### src/rtl/pulse_sched_ctrl.sv
// Random-gap pulse sequencer: each pulse is preceded by a one-cycle DRAW of a
// bounded random gap; runs a programmed burst or continuously until stopped.
module pulse_sched_ctrl #(
  parameter int RND_W = 8,
  parameter int CNT_W = 16
) (
  input  logic             clk,
  input  logic             rst_n,
  input  logic             start,
  input  logic             stop,
  input  logic [RND_W-1:0] cfg_min_gap,
  input  logic [RND_W-1:0] cfg_mask,
  input  logic [3:0]       cfg_width,
  input  logic [7:0]       cfg_burst,
  input  logic [RND_W-1:0] rnd,
  output logic             rnd_step,
  output logic             pulse,
  output logic             busy,
  output logic             done,
  output logic [CNT_W-1:0] pulse_count
);

  typedef enum logic [2:0] {IDLE, DRAW, GAP, PULSE, DONE} state_t;

  localparam logic [RND_W:0]   GAP_ONE = 1;
  localparam logic [CNT_W-1:0] CNT_ONE = 1;

  state_t           state;
  logic [RND_W-1:0] min_q;
  logic [RND_W-1:0] mask_q;
  logic [3:0]       width_q;
  logic [7:0]       burst_q;
  logic [7:0]       burst_left;
  logic [RND_W:0]   gap_cnt;
  logic [3:0]       wid_cnt;
  logic [RND_W:0]   gap;
  logic [3:0]       wid_eff;

  // One extra bit so min + masked rnd can never wrap.
  always_comb begin
    gap     = {1'b0, min_q} + {1'b0, rnd & mask_q};
    wid_eff = (width_q == 4'd0) ? 4'd1 : width_q;
  end

  always_ff @(posedge clk) begin
    if (!rst_n) begin
      state       <= IDLE;
      min_q       <= '0;
      mask_q      <= '0;
      width_q     <= '0;
      burst_q     <= '0;
      burst_left  <= '0;
      gap_cnt     <= '0;
      wid_cnt     <= '0;
      rnd_step    <= 1'b0;
      pulse       <= 1'b0;
      busy        <= 1'b0;
      done        <= 1'b0;
      pulse_count <= '0;
    end else begin
      rnd_step <= 1'b0;
      done     <= 1'b0;
      // Abort wins over every transition, including the counting edge of a pulse.
      if (state != IDLE && stop) begin
        state <= IDLE;
        pulse <= 1'b0;
        busy  <= 1'b0;
      end else begin
        case (state)
          IDLE: begin
            if (start && !stop) begin
              min_q      <= cfg_min_gap;
              mask_q     <= cfg_mask;
              width_q    <= cfg_width;
              burst_q    <= cfg_burst;
              burst_left <= cfg_burst;
              state      <= DRAW;
              busy       <= 1'b1;
              rnd_step   <= 1'b1;
            end
          end
          DRAW: begin
            if (gap == '0) begin
              state   <= PULSE;
              pulse   <= 1'b1;
              wid_cnt <= wid_eff;
            end else begin
              state   <= GAP;
              gap_cnt <= gap;
            end
          end
          GAP: begin
            gap_cnt <= gap_cnt - GAP_ONE;
            if (gap_cnt == GAP_ONE) begin
              state   <= PULSE;
              pulse   <= 1'b1;
              wid_cnt <= wid_eff;
            end
          end
          PULSE: begin
            wid_cnt <= wid_cnt - 4'd1;
            if (wid_cnt == 4'd1) begin
              pulse       <= 1'b0;
              pulse_count <= pulse_count + CNT_ONE;
              if (burst_q != 8'd0) begin
                burst_left <= burst_left - 8'd1;
              end
              if (burst_q != 8'd0 && burst_left == 8'd1) begin
                state <= DONE;
                done  <= 1'b1;
              end else begin
                state    <= DRAW;
                rnd_step <= 1'b1;
              end
            end
          end
          DONE: begin
            state <= IDLE;
            busy  <= 1'b0;
          end
          default: begin
            state <= IDLE;
            pulse <= 1'b0;
            busy  <= 1'b0;
          end
        endcase
      end
    end
  end

endmodule

### config.mk
export PLATFORM = sky130hd
export DESIGN_NAME = pulse_sched_ctrl
export DESIGN_NICKNAME = d
export VERILOG_FILES = /design/src/rtl/pulse_sched_ctrl.sv
export SDC_FILE = /design/constraint.sdc
export NUM_CORES = 1
export LEC_CHECK = 0
export CELL_PAD_IN_SITES_DETAIL_PLACEMENT = 0
export CELL_PAD_IN_SITES_GLOBAL_PLACEMENT = 1
export CORE_ASPECT_RATIO = 1.2
export CORE_MARGIN = 10
export CORE_UTILIZATION = 36
export CTS_CLUSTER_DIAMETER = 100
export DETAILED_ROUTE_END_ITERATION = 16
export PLACE_DENSITY_LB_ADDON = 0.2
export SYNTH_ARGS = -nofsm -noshare
export SYNTH_HDL_FRONTEND = slang
export SYNTH_SLANG_ARGS = --single-unit
### constraint.sdc
create_clock -name clk -period 3.27 [get_ports clk]
set_clock_uncertainty 0.1 [all_clocks]
set_input_delay 0.4905 -clock clk [delete_from_list [all_inputs] [get_ports clk]]
set_output_delay 0.4905 -clock clk [all_outputs]
set_load 0.02 [all_outputs]
==> results list <==
- Worst Min Path Start: mask_q[6]$_SDFFE_PN0P_
* Arithmetic-cell share of the synthesized area counting full adders, half adders and majority gates: between 5 and 6%
- The longest clock path from root to sink contains 2 buffers.
- Multiplexer share of the synthesized area: less than 1%
* Fin worst setup slack: between 0.09 and 0.1 ns
- Synthesis produced a little under 500 cells.
- Capture endpoint of the worst hold path: mask_q[6]$_SDFFE_PN0P_
* Area fraction in compound gates after synthesis: a little over a fifth
- Core utilization of the finished layout: between 40% and 50%
- Root buf cell: clkbuf_16
* Number of top-level pins: 60
- Average via count per standard cell: 5.339
- Simple-gate portion of the synthesized area: between 20% and 30%
- Crit path cell chain: clkdlybuf4s50_1, and2_1, fa_2, or4b_4, a2111oi_4, o22ai_2, or4_4, o2bb2ai_1, mux2i_1
- Summed over all cells, the static leakage comes to ~1.9 nW.
* Placed cell area: 4678 µm²
- Hold path depth: 2
* DIE HEIGHT: between 100 and 150 µm
* Full die area: roughly 15000 µm²
* Critical path's largest stage delay: roughly 0.55 ns
- Worst slack at placement: -0.5945 ns
* Xor and xnor area share after synthesis: under 10%
* Layout cell share with drive strength beyond 1: between 10% and 20%
- Count of antenna-violating nets left after detailed routing: 0
* MaxCap Viol Count: 0
* Cells on worst reg2reg path: 9
- Dominant combinational cell family by area after synthesis: simple AND/OR/NAND/NOR gates
- Arrival time of the worst setup path: about 3.3 ns
* H-tree levels: 3
- Worst VDD drop: 0.2608 mV
- Sequential cell area fraction in the yosys report: around 38%
* Average routed wire per standard cell: approximately 15 µm
- Netlist area before placement: approximately 3800 µm²
- Buf+Inv Stages, Crit Path: 1
- Yosys mapped the design onto 56 distinct sky130hd cell types.
* Minimum clock period: 3.171 ns
- Instance count after placement with tap cells included: just under 700
- Reg2Reg Launch Point: mask_q[0]$_SDFFE_PN0P_
- Buffers inserted during clock tree synthesis total 9.
- Post-synth net total: ~550
- Grouping stages by cell kind, the critical path spends the most delay in simple AND/OR/NAND/NOR gates.
- From synthesis to final layout, the design area changed by 34.25%.
* Max-Slew Margin vs Limit: between 60% and 70%
- Final clock period utilization by the worst path: between 90 and 100%
- The clock reaches the later pin of the worst-skew pair after around 0.34 ns.
* Initial core utilization: between 30% and 40%
- CTS Sinks: 72
- Critical R2R Capture: pulse$_SDFFE_PP0P_
- Die span in x: approximately 110 µm
- GRT Resource Usage Total: between 10 and 15%
- The wire-length estimate of the detail-placed layout is 7626 µm.
- In this run, the number of DRC markers left after iteration 0 of detailed routing was approximately 140.
- Final GP Congestion: 0.8018
- The first global-routing pass estimated 17660 µm of wire.
- Once layout is done, the placed cells without fillers occupy 5150 µm².
- Maximum number of pins on one net before global-route repair: 43
* Hold Worst Slack: between 0.3 and 0.4 ns
- Count of yosys warnings during synthesis: 0
* Count of final max-slew check failures: 0
- Clock-pin slew was measured on the worst setup and hold paths at approximately 0.060 ns.
- The number of global-route vias before repair is 3722.
- The slowest stage of the critical path belongs to the cell or4b_4.
- Antenna diode count: 0
* Number of placement rows: 41
* Pre-antenna DRT Iters: 4
* Required arrival time at the worst endpoint: roughly 3.4 ns
- Critical Setup Path Class: in -> reg
- Timing would allow up to about 320 MHz.
- The average instance in the mapped netlist occupies approximately 7.7 µm².
- After clock tree synthesis, the flow added hold-fix buffers numbering 0.
- The worst setup path is captured at a register.
- Most frequently used flop master after synthesis: dfxtp_1
- Number of hold violations in the final report: 0
- Non-filler cells, final: ~700
- Routed WL: 10500 µm
- In this run the power density over the cells is 634.8 nW/µm².
- In this run, synthesis produced a sequential element count of just over 70.
- The path class of the tightest hold or removal check is reg -> reg.
- Routed vias: between 3000 and 4000
- Total grt overflow: 0
- The run finished with clean final reports.
- STA classifies the critical path startpoint as an input port.
* Final routed DRC violation total: 0
- Fill cells in the final layout number approximately 1100.
- Net count, final: roughly 620
- Yosys mapped a number of flops with a built-in enable equal to 0.
- Area of the core region: 10470 µm²
- Share of synthesized flip-flops with an asynchronous set or reset: 0%
* TritonCTS clock tree: done
- Largest fanout of any net on the critical path: 3
* Antenna violations before repair: 0
- Final setup viols: 0
- At the pin with the least slew margin, the transition time is approximately 0.55 ns.
- Number of buffers inserted by port buffering: just under 60
- Worst-case register-to-register setup slack: ~0.26 ns
-- layout by cell type (no fill, tap or decap), types with 2 or more instances in the layout --
master           netlist  routed
or3_1                  6       6
nand2_1               82      82
a211oi_1               4       3
xnor2_1                4       4
inv_1                 10      10
a21oi_1               63      63
and3_1                 6       6
a22oi_1                3       3
o21ai_0               30      28
a211o_1                3       3
and2_1                11      10
clkbuf_16              0       9
nor2b_1                3       3
o211ai_1               5       5
nand3_1               15      15
nand4_1                3       3
nor3_2                 0       2
o21ai_1                1       3
xor2_1                11      11
clkbuf_8               0       2
buf_4                  1      29
or2_2                  5       5
mux2i_1                2       2
bufinv_16              0       3
nor3b_1                5       5
clkdlybuf4s50_1        0      58
nor3_1                16      14
nor4_1                10       9
o22ai_1                3       2
nand2b_1               3       3
a21o_1                 7       7
o31ai_1                3       3
ha_1                  15      13
nor2_1                42      42
dfxtp_1               72      72
-- state kept, by name, indices dropped and copies added, names as in the netlist --
name         count
wid_cnt          4
pulse            1
rnd_step         1
pulse_count     16
min_q            8
busy             1
mask_q           8
burst_left       8
width_q          4
gap_cnt          9
done             1
burst_q          8
state            3
-- report_power, final --
part / leakage [nW] / total, mW / internal [mW] / switching, mW
Combinational: 1.18 / 1.01 / 0.429 / 0.579
Clock: 0.172 / 1.16 / 0.785 / 0.377
Sequential: 0.585 / 1.10 / 0.988 / 0.112
-- per-layer routing --
layer	part of all wire, %	up-vias	wire, µm	GRT usage (%)
li1	-	1897	-	-
met1	43	1778	4521	15.58
met2	51	61	5408	24.71
met3	3.4	12	362	2.533
met4	2.0	0	212	6.695
met5	0	-	0	0
-- per-stage QoR --
stage                     power (mW)   TNS [ns]
after floorplan                1.790          0
final                          3.269          0
after global placement         2.067     -5.520
after detailed placement       2.084     -6.475
after global routing           3.477  -0.006386
after CTS                      3.287          0
-- logic make-up after synthesis --
logic type | count (synthesis)
AOI/OAI and AO/OA | 136
xor gates and xnor gates | 15
adders and majority gates | 16
buffers and inverters | 38
DFF | 72
muxes | 3
and+or+nand+nor | 217
-- worst register-to-register path: stages (launching register included) --
cell and delay [ns]:
dfxtp_1 0.31, and2_4 0.16, ha_4 0.16, fa_2 0.48, or4b_4 0.55, a2111oi_4 0.21, o22ai_2 0.17, or4_4 0.46
o2bb2ai_1 0.16, mux2i_1 0.14
-- worst max path at each step --
stage / cells past startpoint / endpoint / start / slack (ns)
4_1_cts: 10 / wid_cnt[1]$_SDFFE_PN0P_ / rnd[1] / 0.07
6_report: 9 / pulse$_SDFFE_PP0P_ / rnd[1] / 0.1
2_1_floorplan: 11 / gap_cnt[1]$_SDFFE_PN0P_ / rnd[0] / 0.06
3_5_place_dp: 11 / wid_cnt[1]$_SDFFE_PN0P_ / rnd[0] / -0.59
5_1_grt: 9 / pulse$_SDFFE_PP0P_ / rnd[1] / -0.006
3_3_place_gp: 11 / wid_cnt[1]$_SDFFE_PN0P_ / rnd[0] / -0.52
-- synthesized netlist by cell type (4+ instances only) --
| master | count | share of area (%) |
|---|---|---|
| a21oi_1 | 63 | 8.2 |
| nor4_1 | 10 | 1.6 |
| nor2_1 | 42 | 4.1 |
| a211oi_1 | 4 | 0.78 |
| ha_1 | 15 | 4.9 |
| xor2_1 | 11 | 2.5 |
| o211ai_1 | 5 | 0.98 |
| nand2_1 | 82 | 8.0 |
| or2_2 | 5 | 0.82 |
| xnor2_1 | 4 | 0.91 |
| or3_1 | 6 | 0.98 |
| a21o_1 | 7 | 1.4 |
| dfxtp_1 | 72 | 38 |
| clkbuf_1 | 24 | 2.3 |
| and2_1 | 11 | 1.8 |
| o21ai_0 | 30 | 3.9 |
| nand3_1 | 15 | 2.0 |
| and3_1 | 6 | 0.98 |
| inv_1 | 10 | 0.98 |
| nor3b_1 | 5 | 0.98 |
| nor3_1 | 16 | 2.1 |
-- cell type report --
| class | instances | area [µm²] | area share (%) |
|---|---|---|---|
| multi-input cells | 387 | 2347 | 45.58 |
| flip-flops and latches | 72 | 1441 | 27.99 |
| repair buffers | 88 | 807.0 | 15.67 |
| clock buffers | 11 | 252.7 | 4.908 |
| well taps | 129 | 161.4 | 3.134 |
| clock inverters | 5 | 102.6 | 1.992 |
| inverters | 10 | 37.54 | 0.7289 |
-- what timing repair did --
action / CTS / global route
endpoints found under the setup margin: 15 / 9
gates resized for setup: 10 / 10
pin swaps: 10 / 3
buffers inserted: 2 / 0
(Power assumes the default switching activity.)
